File: src/rtl/ram_stream_reader_if.sv
// ram_stream_reader_if
//   Valid/ready stream carrying words fetched from the dual-port RAM.
//   Ports (signals):
//     m_data  - stream data word, driven by the reader
//     m_valid - stream valid, driven by the reader
//     m_ready - stream ready, driven by the consumer
//   Modports: master (reader side), slave (consumer side).
interface ram_stream_reader_if #(
  parameter int DATA_WIDTH = 32
);
  logic [DATA_WIDTH-1:0] m_data;
  logic                  m_valid;
  logic                  m_ready;

  modport master (output m_data, output m_valid, input m_ready);
  modport slave  (input m_data, input m_valid, output m_ready);
endinterface

File: src/rtl/ram_stream_reader.sv
// ram_stream_reader
//   Read-side engine for a RAM with a registered read address (data one
//   cycle after raddr is sampled). A start command fetches `length`
//   consecutive words from `start_addr` (wrapping modulo the RAM depth) and
//   presents them in order on a valid/ready stream with full back-pressure.
//   Ports:
//     clk, sync_reset    - clock and synchronous active-high reset
//     start              - command pulse, honoured only while not busy
//     start_addr, length - block descriptor captured with start
//     busy, done         - transfer in progress / one-cycle completion pulse
//     ram_raddr          - RAM read address
//     ram_dout           - RAM read data
//     m                  - output stream (master modport)
module ram_stream_reader #(
  parameter int ADDR_WIDTH = 5,
  parameter int DATA_WIDTH = 32
) (
  input  logic                    clk,
  input  logic                    sync_reset,
  input  logic                    start,
  input  logic [ADDR_WIDTH-1:0]   start_addr,
  input  logic [ADDR_WIDTH:0]     length,
  output logic                    busy,
  output logic                    done,
  output logic [ADDR_WIDTH-1:0]   ram_raddr,
  input  logic [DATA_WIDTH-1:0]   ram_dout,
  ram_stream_reader_if.master     m
);

  typedef enum logic [1:0] {IDLE, RUN, DRAIN} state_t;

  state_t                  state_q, state_d;
  logic [ADDR_WIDTH-1:0]   addr_q, addr_d;
  logic [ADDR_WIDTH-1:0]   raddr_q, raddr_d;
  logic [ADDR_WIDTH:0]     issue_cnt_q, issue_cnt_d;
  logic [ADDR_WIDTH:0]     recv_cnt_q, recv_cnt_d;
  logic                    inflight_q;
  logic                    done_q, done_d;

  // Two-entry output buffer
  logic [DATA_WIDTH-1:0]   buf_q [2];
  logic                    rd_ptr_q, wr_ptr_q;
  logic [1:0]              count_q, count_d;

  logic                    push, pop, issue;
  logic [2:0]              occ;

  // Data returned by the RAM lands in the buffer the cycle after the issue.
  assign push = inflight_q;
  assign pop  = m.m_valid & m.m_ready;

  // Occupancy counts the word leaving this cycle as already gone, so a new
  // read can be issued every cycle while the consumer keeps up. Issued reads
  // plus buffered words never exceed two, so the buffer cannot overflow.
  assign occ   = {2'b00, inflight_q} + {1'b0, count_q} - {2'b00, pop};
  assign issue = (state_q == RUN) && (issue_cnt_q != '0) && (occ < 3'd2);

  // The address is presented combinationally in the issue cycle; otherwise
  // the last issued address is held.
  assign ram_raddr = issue ? addr_q : raddr_q;

  assign m.m_valid = (count_q != 2'd0);
  assign m.m_data  = m.m_valid ? buf_q[rd_ptr_q] : '0;
  assign busy      = (state_q != IDLE);
  assign done      = done_q;

  always_comb begin
    state_d     = state_q;
    addr_d      = addr_q;
    raddr_d     = raddr_q;
    issue_cnt_d = issue_cnt_q;
    recv_cnt_d  = recv_cnt_q;
    done_d      = 1'b0;
    count_d     = count_q + {1'b0, push} - {1'b0, pop};

    if (pop) begin
      recv_cnt_d = recv_cnt_q - 1'b1;
    end

    case (state_q)
      IDLE: begin
        if (start) begin
          if (length != '0) begin
            state_d     = RUN;
            addr_d      = start_addr;
            issue_cnt_d = length;
            recv_cnt_d  = length;
          end else begin
            done_d = 1'b1;
          end
        end
      end
      RUN: begin
        if (issue) begin
          raddr_d     = addr_q;
          addr_d      = addr_q + 1'b1;
          issue_cnt_d = issue_cnt_q - 1'b1;
          if (issue_cnt_q == {{ADDR_WIDTH{1'b0}}, 1'b1}) begin
            state_d = DRAIN;
          end
        end
      end
      DRAIN: begin
        if (pop && (recv_cnt_q == {{ADDR_WIDTH{1'b0}}, 1'b1})) begin
          state_d = IDLE;
          done_d  = 1'b1;
        end
      end
      default: state_d = IDLE;
    endcase
  end

  always_ff @(posedge clk) begin
    if (sync_reset) begin
      state_q     <= IDLE;
      addr_q      <= '0;
      raddr_q     <= '0;
      issue_cnt_q <= '0;
      recv_cnt_q  <= '0;
      inflight_q  <= 1'b0;
      done_q      <= 1'b0;
      count_q     <= 2'd0;
      rd_ptr_q    <= 1'b0;
      wr_ptr_q    <= 1'b0;
    end else begin
      state_q     <= state_d;
      addr_q      <= addr_d;
      raddr_q     <= raddr_d;
      issue_cnt_q <= issue_cnt_d;
      recv_cnt_q  <= recv_cnt_d;
      inflight_q  <= issue;
      done_q      <= done_d;
      count_q     <= count_d;
      if (push) wr_ptr_q <= ~wr_ptr_q;
      if (pop)  rd_ptr_q <= ~rd_ptr_q;
    end
  end

  // Buffer storage needs no reset: an empty buffer masks its contents.
  always_ff @(posedge clk) begin
    if (push) begin
      buf_q[wr_ptr_q] <= ram_dout;
    end
  end

endmodule

File: src/flat_wrapper.sv
// flat-port wrapper written by rule: the top's interface ports become plain ports
module ram_stream_reader_flat 
#(
  parameter int ADDR_WIDTH = 5,
  parameter int DATA_WIDTH = 32
)
  (clk, sync_reset, start, start_addr, length, busy, done, ram_raddr, ram_dout, m_m_data, m_m_valid, m_m_ready);
  ram_stream_reader_if #(.DATA_WIDTH(DATA_WIDTH)) m_i ();
  input  logic clk;
  input  logic sync_reset;
  input  logic start;
  input  logic [ADDR_WIDTH-1:0] start_addr;
  input  logic [ADDR_WIDTH:0] length;
  output logic busy;
  output logic done;
  output logic [ADDR_WIDTH-1:0] ram_raddr;
  input  logic [DATA_WIDTH-1:0] ram_dout;
  output wire logic [$bits(m_i.m_data)-1:0] m_m_data;
  output wire logic [$bits(m_i.m_valid)-1:0] m_m_valid;
  input wire logic [$bits(m_i.m_ready)-1:0] m_m_ready;
  assign m_m_data = m_i.m_data;
  assign m_m_valid = m_i.m_valid;
  assign m_i.m_ready = m_m_ready;
  ram_stream_reader #(.ADDR_WIDTH(ADDR_WIDTH), .DATA_WIDTH(DATA_WIDTH)) u_core (.clk(clk), .sync_reset(sync_reset), .start(start), .start_addr(start_addr), .length(length), .busy(busy), .done(done), .ram_raddr(ram_raddr), .ram_dout(ram_dout), .m(m_i));
endmodule
File: config.mk
export PLATFORM = sky130hd
export DESIGN_NAME = ram_stream_reader_flat
export DESIGN_NICKNAME = d
export VERILOG_FILES = /design/src/rtl/ram_stream_reader_if.sv /design/src/rtl/ram_stream_reader.sv /design/src/flat_wrapper.sv
export SDC_FILE = /design/constraint.sdc
export NUM_CORES = 1
export LEC_CHECK = 0
export CELL_PAD_IN_SITES_DETAIL_PLACEMENT = 1
export CELL_PAD_IN_SITES_GLOBAL_PLACEMENT = 1
export CORE_AREA = 4 4 128 130
export CTS_BUF_LIST = sky130_fd_sc_hd__clkbuf_8
export DETAILED_ROUTE_END_ITERATION = 10
export DIE_AREA = 0 0 132 134
export PLACE_DENSITY = 0.54
export SYNTH_ARGS = -nofsm -noshare
export SYNTH_HDL_FRONTEND = slang
export SYNTH_SLANG_ARGS = --single-unit
File: constraint.sdc
create_clock -name clk -period 14.71 [get_ports clk]
set_input_delay 4.413 -clock clk [delete_from_list [all_inputs] [get_ports clk]]
set_output_delay 4.413 -clock clk [all_outputs]
set_load 0.01 [all_outputs]
==> results.yml <==
clock_network:
  htreeDepth: 3
  cts_setup_buffers: 0
  postCtsHoldBufs: 0
  cts_resized: 0
  clkSinkCount: 95
  clkTransAtPathRegs_ns: 0.10
  numCtsBuffers: 9
  clk_latency_ns: 0.36
  cts_tree: "yes"
  clk_root_buffer_cell: "clkbuf_8"
  cts_buffer_depth: 2
cells_and_area:
  fin_area_um2: 5350
  area_delta_synth_final_pct: 31.5
  finalNetCount: 469
  final_common_cell: "clkdlybuf4s50_1"
  utilization: 0.353
  n_antenna_cell: 0
  layout_common_cells: "86 x clkdlybuf4s50_1, 64 x edfxtp_1, 52 x nor2_1, 34 x mux2i_1, 30 x dfxtp_1"
  drive_above_1_share: 0.0714
floorplan:
  fp.dieW_um: 132
  ioPinCount: 87
  die_area_um2: 17700
  start_util: 0.269
  core_um2: 15100
  rows: 45
  die_y_um: 134
global_route:
  grt_pass1_vias: 2972
  grt_usage: 0.113
  grt_remaining_overflow: 0
  grt_pass1_wl_um: 15700
  antenna_found_initial: 0
  grt_max_degree: 34
run_status:
  status: "finished, final reports clean"
synthesis:
  syn-num-nets: 386
  synth.avg_cell_area_um2: 12.3
  synth_warnings: 0
  synthFlopType: "edfxtp_1"
  ys_ff_latch: 95
  synth_edf_count: 64
  syn_area_um2: 4070
  yosysSeqAreaShare: 0.624
  synth_cell_types: 45
  synth_cells: 332
  synthArstFlopShare: 0
placement:
  dpl_cell_area_um2: 5120
  gp_congestion: 0.749
  portBuffers: 86
  dp_slack_ns: 2.56
  dp_hpwl_um: 6550
worst_setup_path:
  crit_type: "input port to output port"
  startpoint_type: "input port"
  startpoint: "m_m_ready"
  r2r-start: "u_core.count_q[1]"
  path_max_fanout: 12
  cp_data_required_time_ns: 10.30
  worst_setup_path_end_kind: "output port"
  arrival_ns: 7.70
pwr:
  power_frac_comb: 0.311
  leakage_nw: 1.79
  power.internal_w: 0.000555
  power.total_w: 0.000806
  netSwitchingPower_w: 0.000252
  switching_share: 0.312
  power_density_nw_per_um2: 151
  max-vdd-ir-drop_mv: 0.0489
  power_frac_clock: 0.248
  power_frac_seq: 0.441
sta:
  hold_viol_final: 0
  drv_slew: 0
  skew_ns: 0.00710
  fmax_mhz: 82.6
  slew_headroom: 0.301
  fin_tns_setup_ns: 0
  tightest_slew_ns: 1.05
  fin_crit_sh: 0.823
  setup_ws_ns: 2.60
  grt_setup_unrepaired: "false"
  setup_violations: 0
  fin_crit_ns: 12.11
routing:
  via_count: 2773
  wirelength_um: 9810
  drt_iter0_drc: 146
  wire_per_inst_um: 16.1
  drcViolationCount: 0
  ant_nets: 0
  drt-vias-per-instance: 4.56
  drtPass1Iterations: 4
job:
  cap_violations: 0
hold_path:
  worstHoldPathType: "register to register"
  hp-start: "u_core.issue_cnt_q[1]"
==> kinds of logic after synthesis <==
group | share of synthesized area
simple gates | 0.131
flops | 0.624
compound gates | 0.0781
mux | 0.100
buf+inv | 0.0258
xor+xnor | 0.0172
fa+ha+maj | 0.0234
==> through the flow <==
stage,hold slack (ns),std cells
6_report,0.504,608
5_1_grt,0.530,608
4_1_cts,0.503,608
3_5_place_dp,0.489,592
3_3_place_gp,0.474,592
2_1_floorplan,0.455,332
==> sequential cells by signal, summed over array words and instances (netlist names), named ones only <==
| name | flops |
|---|---|
| u_core.addr_q | 5 |
| u_core.buf_q | 64 |
| u_core.count_q | 2 |
| u_core.done | 1 |
| u_core.inflight_q | 1 |
| u_core.issue_cnt_q | 6 |
| u_core.raddr_q | 5 |
| u_core.rd_ptr_q | 1 |
| u_core.recv_cnt_q | 6 |
| u_core.state_q | 2 |
| u_core.wr_ptr_q | 1 |
==> worst max-delay path, cell delays in order <==
cell and delay, ns:
clkdlybuf4s50_1 0.48, o21a_1 0.26, nand2b_1 0.14, nand2_1 0.08, ha_1 0.15, fa_1 0.42
or3b_1 0.38, a211o_1 0.51, mux2_4 0.38, clkdlybuf4s50_1 0.49
==> synthesized netlist by cell type, drive strengths merged (2+ instances only) <==
cell    number  area share
a22oi        6       0.011
nor2b        9       0.018
mux2i       34       0.084
clkbuf      11       0.010
mux2         5       0.017
a21oi       13       0.019
nor3b        2      0.0037
and2         5      0.0077
nand2       21       0.019
inv          8      0.0074
nand3        5      0.0061
ha           6       0.018
xnor2        8       0.017
a211oi       3      0.0055
nand3b       3      0.0055
o21ai        9       0.011
nor3         4      0.0049
nor4         3      0.0046
buf          5      0.0083
dfxtp       31        0.15
edfxtp      64        0.47
o211ai       2      0.0037
nor2        53       0.049
o31ai        5      0.0092
==> power by group through the flow <==
stage          logic (W)  clock network, W  registers (W)
2_1_floorplan   0.000164                 0       0.000340
3_3_place_gp    0.000254                 0       0.000362
3_5_place_dp    0.000256                 0       0.000363
4_1_cts         0.000258          0.000209       0.000357
5_1_grt         0.000279          0.000219       0.000362
6_report        0.000251          0.000200       0.000355
==> final timing paths <==
check	to	slack, ns	cells past startpoint
worst min-delay path	u_core.issue_cnt_q[1]	0.50	2
worst max register to register	u_core.issue_cnt_q[2]	11.38	10
worst max-delay path	ram_raddr[3]	2.60	10
worst min register to register	u_core.issue_cnt_q[1]	0.50	2
==> layer usage <==
metal / track usage / part of all wire / vias up
met5: 0 / 0 / -
met4: 0.0473 / 0.016 / 0
met3: 0.0296 / 0.044 / 11
met2: 0.184 / 0.46 / 68
met1: 0.143 / 0.48 / 1340
li1: - / - / 1354
==> area by class of cell <==
type                       count  area (um2)
sequential                    95        2540
fill                        1629        9790
multi-input combinational    213        1440
clock buffer                  11         151
clock inverter                 5        81.3
timing repair buffer          88         876
tap                          188         235
inverter                       8        30.0
Note: power is estimated with default switching activity, not from simulation.
